File: config.mk
export PLATFORM = sky130hd
export DESIGN_NAME = mem_arbiter
export DESIGN_NICKNAME = d
export VERILOG_FILES = /design/src/rtl/mem_arbiter.sv
export SDC_FILE = /design/constraint.sdc
export NUM_CORES = 2
export LEC_CHECK = 0
export ABC_AREA = 0
export BUFFER_PORTS_ARGS = -buffer_cell sky130_fd_sc_hd__buf_4
export CORE_AREA = 2 2 739 741
export DETAILED_ROUTE_END_ITERATION = 6
export DIE_AREA = 0 0 741 743
export PLACE_DENSITY = 0.3
export SLEW_MARGIN = 20
export SYNTH_ARGS = -nofsm -noshare
export SYNTH_HDL_FRONTEND = slang
export SYNTH_SLANG_ARGS = --single-unit
File: constraint.sdc
create_clock -name clk -period 1.9 [get_ports clk]
set_input_delay 0.38 -clock clk [delete_from_list [all_inputs] [get_ports clk]]
set_output_delay 0.38 -clock clk [all_outputs]
set_load 0.01 [all_outputs]
File: src/rtl/mem_arbiter.sv
// mem_arbiter: two-port arbiter/sequencer in front of a single shared
// line-fill memory port.
//
// Requesters hold level requests until their completion pulse. The memory
// port acts on rising edges of mem_rd / mem_wr, so every access is followed
// by a one-cycle GAP with both strobes low.
//
// Build options:
//   MEM_ARB_RR_EN  defined   -> round-robin arbitration (1-bit last-grant pointer)
//                  undefined -> fixed priority, dcache over icache
//
// Ports:
//   clk, rst_n            clock (rising edge), synchronous active-low reset
//   ic_addr, ic_rd        icache read request (level)
//   ic_rdata, ic_dv       icache line data / one-cycle completion pulse
//   dc_addr, dc_wdata,
//   dc_len, dc_rd, dc_wr  dcache request (level); write wins over read
//   dc_rdata, dc_dv       dcache line data / completion pulse (reads and writes)
//   mem_addr, mem_wdata,
//   mem_len, mem_rd,
//   mem_wr                memory request, all registered
//   mem_rdata, mem_dv     memory line data / one-cycle data-valid
module mem_arbiter #(
  parameter int LINE_W = 512,
  parameter int ADDR_W = 64,
  parameter int DATA_W = 64
) (
  input  logic              clk,
  input  logic              rst_n,
  input  logic [ADDR_W-1:0] ic_addr,
  input  logic              ic_rd,
  output logic [LINE_W-1:0] ic_rdata,
  output logic              ic_dv,
  input  logic [ADDR_W-1:0] dc_addr,
  input  logic [DATA_W-1:0] dc_wdata,
  input  logic [1:0]        dc_len,
  input  logic              dc_rd,
  input  logic              dc_wr,
  output logic [LINE_W-1:0] dc_rdata,
  output logic              dc_dv,
  output logic [ADDR_W-1:0] mem_addr,
  output logic [DATA_W-1:0] mem_wdata,
  output logic [1:0]        mem_len,
  output logic              mem_rd,
  output logic              mem_wr,
  input  logic [LINE_W-1:0] mem_rdata,
  input  logic              mem_dv
);

  typedef enum logic [1:0] {
    IDLE     = 2'd0,
    RD_WAIT  = 2'd1,
    WR_PULSE = 2'd2,
    GAP      = 2'd3
  } state_t;

  localparam logic PORT_IC = 1'b0;
  localparam logic PORT_DC = 1'b1;

  state_t            state_r;
  state_t            state_s;
  logic              owner_r;
  logic              owner_s;
  logic              dc_win_s;
  logic [ADDR_W-1:0] mem_addr_s;
  logic [DATA_W-1:0] mem_wdata_s;
  logic [1:0]        mem_len_s;
  logic              mem_rd_s;
  logic              mem_wr_s;
  logic [LINE_W-1:0] ic_rdata_s;
  logic [LINE_W-1:0] dc_rdata_s;
  logic              ic_dv_s;
  logic              dc_dv_s;

`ifdef MEM_ARB_RR_EN
  logic last_r;
  logic last_s;

  // Round-robin winner: on contention the port not granted last time wins.
  always_comb begin
    if ((dc_rd | dc_wr) & ic_rd) begin
      dc_win_s = (last_r == PORT_IC);
    end else begin
      dc_win_s = dc_rd | dc_wr;
    end
  end
`else
  // Fixed-priority winner: any dcache request beats the icache.
  always_comb begin
    dc_win_s = dc_rd | dc_wr;
  end
`endif

  // Next-state and next-output logic; every output is registered below.
  always_comb begin
    state_s     = state_r;
    owner_s     = owner_r;
    mem_addr_s  = mem_addr;
    mem_wdata_s = mem_wdata;
    mem_len_s   = mem_len;
    mem_rd_s    = mem_rd;
    mem_wr_s    = mem_wr;
    ic_rdata_s  = ic_rdata;
    dc_rdata_s  = dc_rdata;
    ic_dv_s     = 1'b0;
    dc_dv_s     = 1'b0;
`ifdef MEM_ARB_RR_EN
    last_s      = last_r;
`endif
    case (state_r)
      IDLE: begin
        if (dc_win_s) begin
          owner_s     = PORT_DC;
          mem_addr_s  = dc_addr;
          mem_wdata_s = dc_wdata;
          mem_len_s   = dc_len;
`ifdef MEM_ARB_RR_EN
          last_s      = PORT_DC;
`endif
          // A simultaneous dc_rd is ignored when dc_wr is also high.
          if (dc_wr) begin
            mem_wr_s = 1'b1;
            state_s  = WR_PULSE;
          end else begin
            mem_rd_s = 1'b1;
            state_s  = RD_WAIT;
          end
        end else if (ic_rd) begin
          owner_s     = PORT_IC;
          mem_addr_s  = ic_addr;
          mem_wdata_s = {DATA_W{1'b0}};
          mem_len_s   = 2'd0;
          mem_rd_s    = 1'b1;
          state_s     = RD_WAIT;
`ifdef MEM_ARB_RR_EN
          last_s      = PORT_IC;
`endif
        end else begin
          state_s = IDLE;
        end
      end
      RD_WAIT: begin
        // Address and strobe stay put until data arrives; no timeout.
        if (mem_dv) begin
          mem_rd_s = 1'b0;
          state_s  = GAP;
          if (owner_r == PORT_DC) begin
            dc_rdata_s = mem_rdata;
            dc_dv_s    = 1'b1;
          end else begin
            ic_rdata_s = mem_rdata;
            ic_dv_s    = 1'b1;
          end
        end else begin
          state_s = RD_WAIT;
        end
      end
      WR_PULSE: begin
        mem_wr_s = 1'b0;
        dc_dv_s  = 1'b1;
        state_s  = GAP;
      end
      GAP: begin
        // Strobes low for a cycle so the next access produces a rising edge.
        mem_rd_s = 1'b0;
        mem_wr_s = 1'b0;
        state_s  = IDLE;
      end
      default: begin
        mem_rd_s = 1'b0;
        mem_wr_s = 1'b0;
        state_s  = IDLE;
      end
    endcase
  end

  // State and output registers with synchronous active-low reset.
  always_ff @(posedge clk) begin
    if (!rst_n) begin
      state_r   <= IDLE;
      owner_r   <= PORT_IC;
      mem_addr  <= {ADDR_W{1'b0}};
      mem_wdata <= {DATA_W{1'b0}};
      mem_len   <= 2'd0;
      mem_rd    <= 1'b0;
      mem_wr    <= 1'b0;
      ic_rdata  <= {LINE_W{1'b0}};
      dc_rdata  <= {LINE_W{1'b0}};
      ic_dv     <= 1'b0;
      dc_dv     <= 1'b0;
`ifdef MEM_ARB_RR_EN
      last_r    <= PORT_IC;
`endif
    end else begin
      state_r   <= state_s;
      owner_r   <= owner_s;
      mem_addr  <= mem_addr_s;
      mem_wdata <= mem_wdata_s;
      mem_len   <= mem_len_s;
      mem_rd    <= mem_rd_s;
      mem_wr    <= mem_wr_s;
      ic_rdata  <= ic_rdata_s;
      dc_rdata  <= dc_rdata_s;
      ic_dv     <= ic_dv_s;
      dc_dv     <= dc_dv_s;
`ifdef MEM_ARB_RR_EN
      last_r    <= last_s;
`endif
    end
  end

endmodule

==> results by group <==
Status
  – Status: complete, no violations

Worst setup path
  – Cell count along the critical path: 1
  – CP Class: flip-flop to output pin
  – CP max stage delay: 450 ps
  – Critical Path End Type: output pin
  – Reg-to-reg endpoint: mem_addr[44]
  – Reg-to-reg setup timing slack: 90 ps
  – Type of origin of the critical path: flip-flop
  – Worst Path Required: 1520 ps
  – Critical Path Fanout Max: 2
  – RR Startpoint: state_r[0]
  – WP data arrival: 1470 ps
  – Slowest CP cell: dfxtp_4
  – CP cell instances: buf_6
  – Buf/Inv on CP: 1
  – R2R depth: 8
  – CP top delay family: flip-flops

Floorplanning
  – Die Wd: between 700 and 800 um
  – Initial Utilization: 0.0750
  – Site row count: 271
  – Die Span Y: between 700 and 800 um
  – Core area: 0.543 mm2
  – Die ar.: between 0.5 and 0.6 mm2
  – # IOs: between 1500 and 2000

STA
  – Slew HR: 0.569
  – Max-slew violation count: 0
  – Period utilisation layout: 0.975
  – Skew final: 50.3 ps
  – RSZ-0062 raised after global routing: yes
  – Post-layout min period: 1850 ps
  – Setup violators final: 0
  – Slack of the critical path: 46.8 ps
  – Setup TNS Final: 0 ps
  – Worst Tran Pin Value: 644 ps
  – Worst hold slack: 192 ps
  – Achievable Freq: 0.540 GHz
  – Final Hold Viols: 0

GRT
  – Overall routing resource usage: 0.154
  – First-pass GRT wire length: 549000 um
  – Total grt overflow: 0
  – Initial antenna violation count: around 390
  – Pin count of the biggest net entering global routing: 56
  – Vias in the first global route: 47400

Logic synthesis
  – Largest family of logic cells by synthesized area: simple AND/OR/NAND/NOR gates
  – Cells after Synth: approximately 5100
  – Cell with the most instances after synthesis: nand2_1
  – Post-synthesis mux area share: 0.000492
  – Syn_nets: 5780
  – EDFF count, synth: 0
  – Synth warn: 0
  – Simple-Gate Fraction of Synth Area: 0.209
  – Post-synthesis cell area: 0.0407 mm2
  – Post-synthesis cell type count: 32
  – Synth top cells by count: nand2_1 (2113), dfxtp_1 (1161), a21oi_1 (1026)
  – Syn avg cell area: about 8.0 um2
  – Dominant synthesized flop cell: dfxtp_1
  – Post-synth ARST share: 0
  – FF+latch count, synth: approximately 1200
  – Area leader, netlist: dfxtp_1
  – Synth Area in Adders: 0.00184
  – Synth top area cells: dfxtp_1 (57%), nand2_1 (19%), a21oi_1 (13%), buf_2 (2.4%), a311oi_2 (2.4%)
  – Post-synthesis compound-gate area fraction: 0.171
  – Post-synthesis sequential area ratio: 0.571
  – Top cell type's share of synthesized area: 0.571
  – XOR/XNOR Fraction of Synth Area: 0

Min path
  – Path category of the worst min-delay check: input pin to flip-flop
  – Endpoint of the worst hold path: mem_rd
  – Hold Path Depth: 4
  – Critical hold path startpoint: dc_rd

Place
  – HPWL Detailed: approximately 380000 um
  – Placed inst area: 0.0650 mm2
  – # port buffers: 1869
  – DP Worst Slack: -8.17 ps
  – Routability Congestion: just under 1

Cells and area
  – Final #Nets: 8402
  – Util after Layout: 0.147
  – Layout cell share with drive strength beyond 1: 0.357
  – Reg area: ~0.024 mm2
  – Fin area: 0.0798 mm2
  – Multi-input combinational cell area: about 0.016 mm2
  – Area delta synth->final: 96.1%
  – Fill cells: ~62000

Detailed routing
  – Post-DRT Antenna Nets: 0
  – DRT iter0 DRCs: 2829
  – Routed wire length: 444000 um
  – Routed vias: about 48000
  – Drt drc: 0
  – Pre-antenna DRT Iters: 6
  – Avg Vias per Cell: 3.16
  – Avg WL per Cell: 29.2 um

CTS
  – Clk slew on worst S/H paths: 60 ps
  – H-tree depth: 4
  – CTS root buf: clkbuf_16
  – Clock Sinks: 1161
  – CTS Buf Count: 165
  – CTS tree: done
  – Bufs on Longest Clock Path: 4
  – Clk_lat worst skew: 880 ps

Power and ir drop
  – P_leak: roughly 30 nW
  – PwrDens: ~900 mW/mm2
  – Worst IR Drop VDD: between 500 and 600 uV

Flow run
  – Max-Cap Viols: 0
-- stage by stage --
stage	power, mW	std cells
2_1_floorplan	30.7	5062
3_3_place_gp	38.6	14000
3_5_place_dp	38.5	14000
4_1_cts	73.5	15000
5_1_grt	74.9	15100
6_report	71.8	15200
-- final cells by class --
| cell class | instances | share of cell area |
|---|---|---|
| Timing Repair Buffer | 2859 | 0.322 |
| Tap cell | 7234 | 0.113 |
| Clock buffer | 241 | 0.0591 |
| Inverter | 5 | 0.000329 |
| Multi-Input combinational cell | 3492 | 0.196 |
| Sequential cell | 1161 | 0.298 |
| Clock inverter | 47 | 0.00666 |
| Antenna cell | 169 | 0.00530 |
-- power breakdown --
part | leakage (nW) | total, mW | internal (mW) | switching (mW)
clock network | 2.58 | 31.5 | 18.1 | 13.4
registers | 9.56 | 26.6 | 25.6 | 1.01
logic | 17.8 | 13.6 | 5.74 | 7.91
-- sequential cells by signal (all words and copies together) (netlist names) --
name	count
state_r	2
ic_dv	1
owner_r	1
mem_wdata	64
dc_rdata	512
mem_wr	1
mem_len	2
mem_rd	1
dc_dv	1
ic_rdata	512
mem_addr	64
-- layer usage --
| metal | global-route usage | up-vias | routed length (um) |
|---|---|---|---|
| met1 | 0.177 | 22800 | 177000 |
| met4 | 0.0608 | 220 | 22200 |
| li1 | - | 22000 | - |
| met3 | 0.0725 | 868 | 45800 |
| met2 | 0.245 | 2037 | 197000 |
| met5 | 0 | - | 1420 |
-- layout by cell type (no fill, tap or decap), types with 3 or more instances in the layout --
cell type | Yosys | routed
nand2_1 | 2113 | 2112
buf_4 | 8 | 1848
a21oi_1 | 1026 | 1024
dfxtp_1 | 1161 | 847
dlygate4sd3_1 | 0 | 710
dfxtp_2 | 0 | 262
diode_2 | 0 | 169
clkbuf_16 | 0 | 168
buf_6 | 10 | 149
nor2_1 | 133 | 133
buf_12 | 0 | 121
o21ai_0 | 65 | 65
a22oi_1 | 66 | 65
a311oi_2 | 64 | 64
dfxtp_4 | 0 | 52
clkbuf_1 | 185 | 47
clkbuf_8 | 0 | 28
clkinv_2 | 0 | 22
buf_8 | 0 | 22
inv_6 | 0 | 7
clkinv_8 | 0 | 6
bufinv_16 | 0 | 6
buf_16 | 0 | 5
ha_1 | 6 | 4
inv_1 | 4 | 3
-- kinds of logic after synthesis --
family / after synthesis
muxes: 2
DFF: 1161
buffers and inverters: 409
and+or+nand+nor: 2257
adders and majority gates: 6
AOI/OAI and AO/OA: 1227
-- how the worst max path moves through the flow --
stage	slack, ps	end	start
2_1_floorplan	260	dc_rdata[121]	state_r[1]
4_1_cts	-100	dc_rdata[380]	dc_rdata[380]
5_1_grt	-50	dc_rdata[380]	dc_rdata[380]
6_report	50	dc_rdata[380]	dc_rdata[380]
3_3_place_gp	20	ic_rdata[218]	state_r[1]
3_5_place_dp	-8	ic_rdata[223]	state_r[1]
-- what timing repair did --
item / in CTS / in global routing
gates resized for setup: 667 / 14
hold endpoints to repair: 1158 / 0
cloned: 3 / 2
buffers inserted: 9 / 7
setup endpoints to repair: 572 / 180
hold buffers: 710 / 0
pin swaps: 2 / 1
Power figures use the tool's default switching activity.
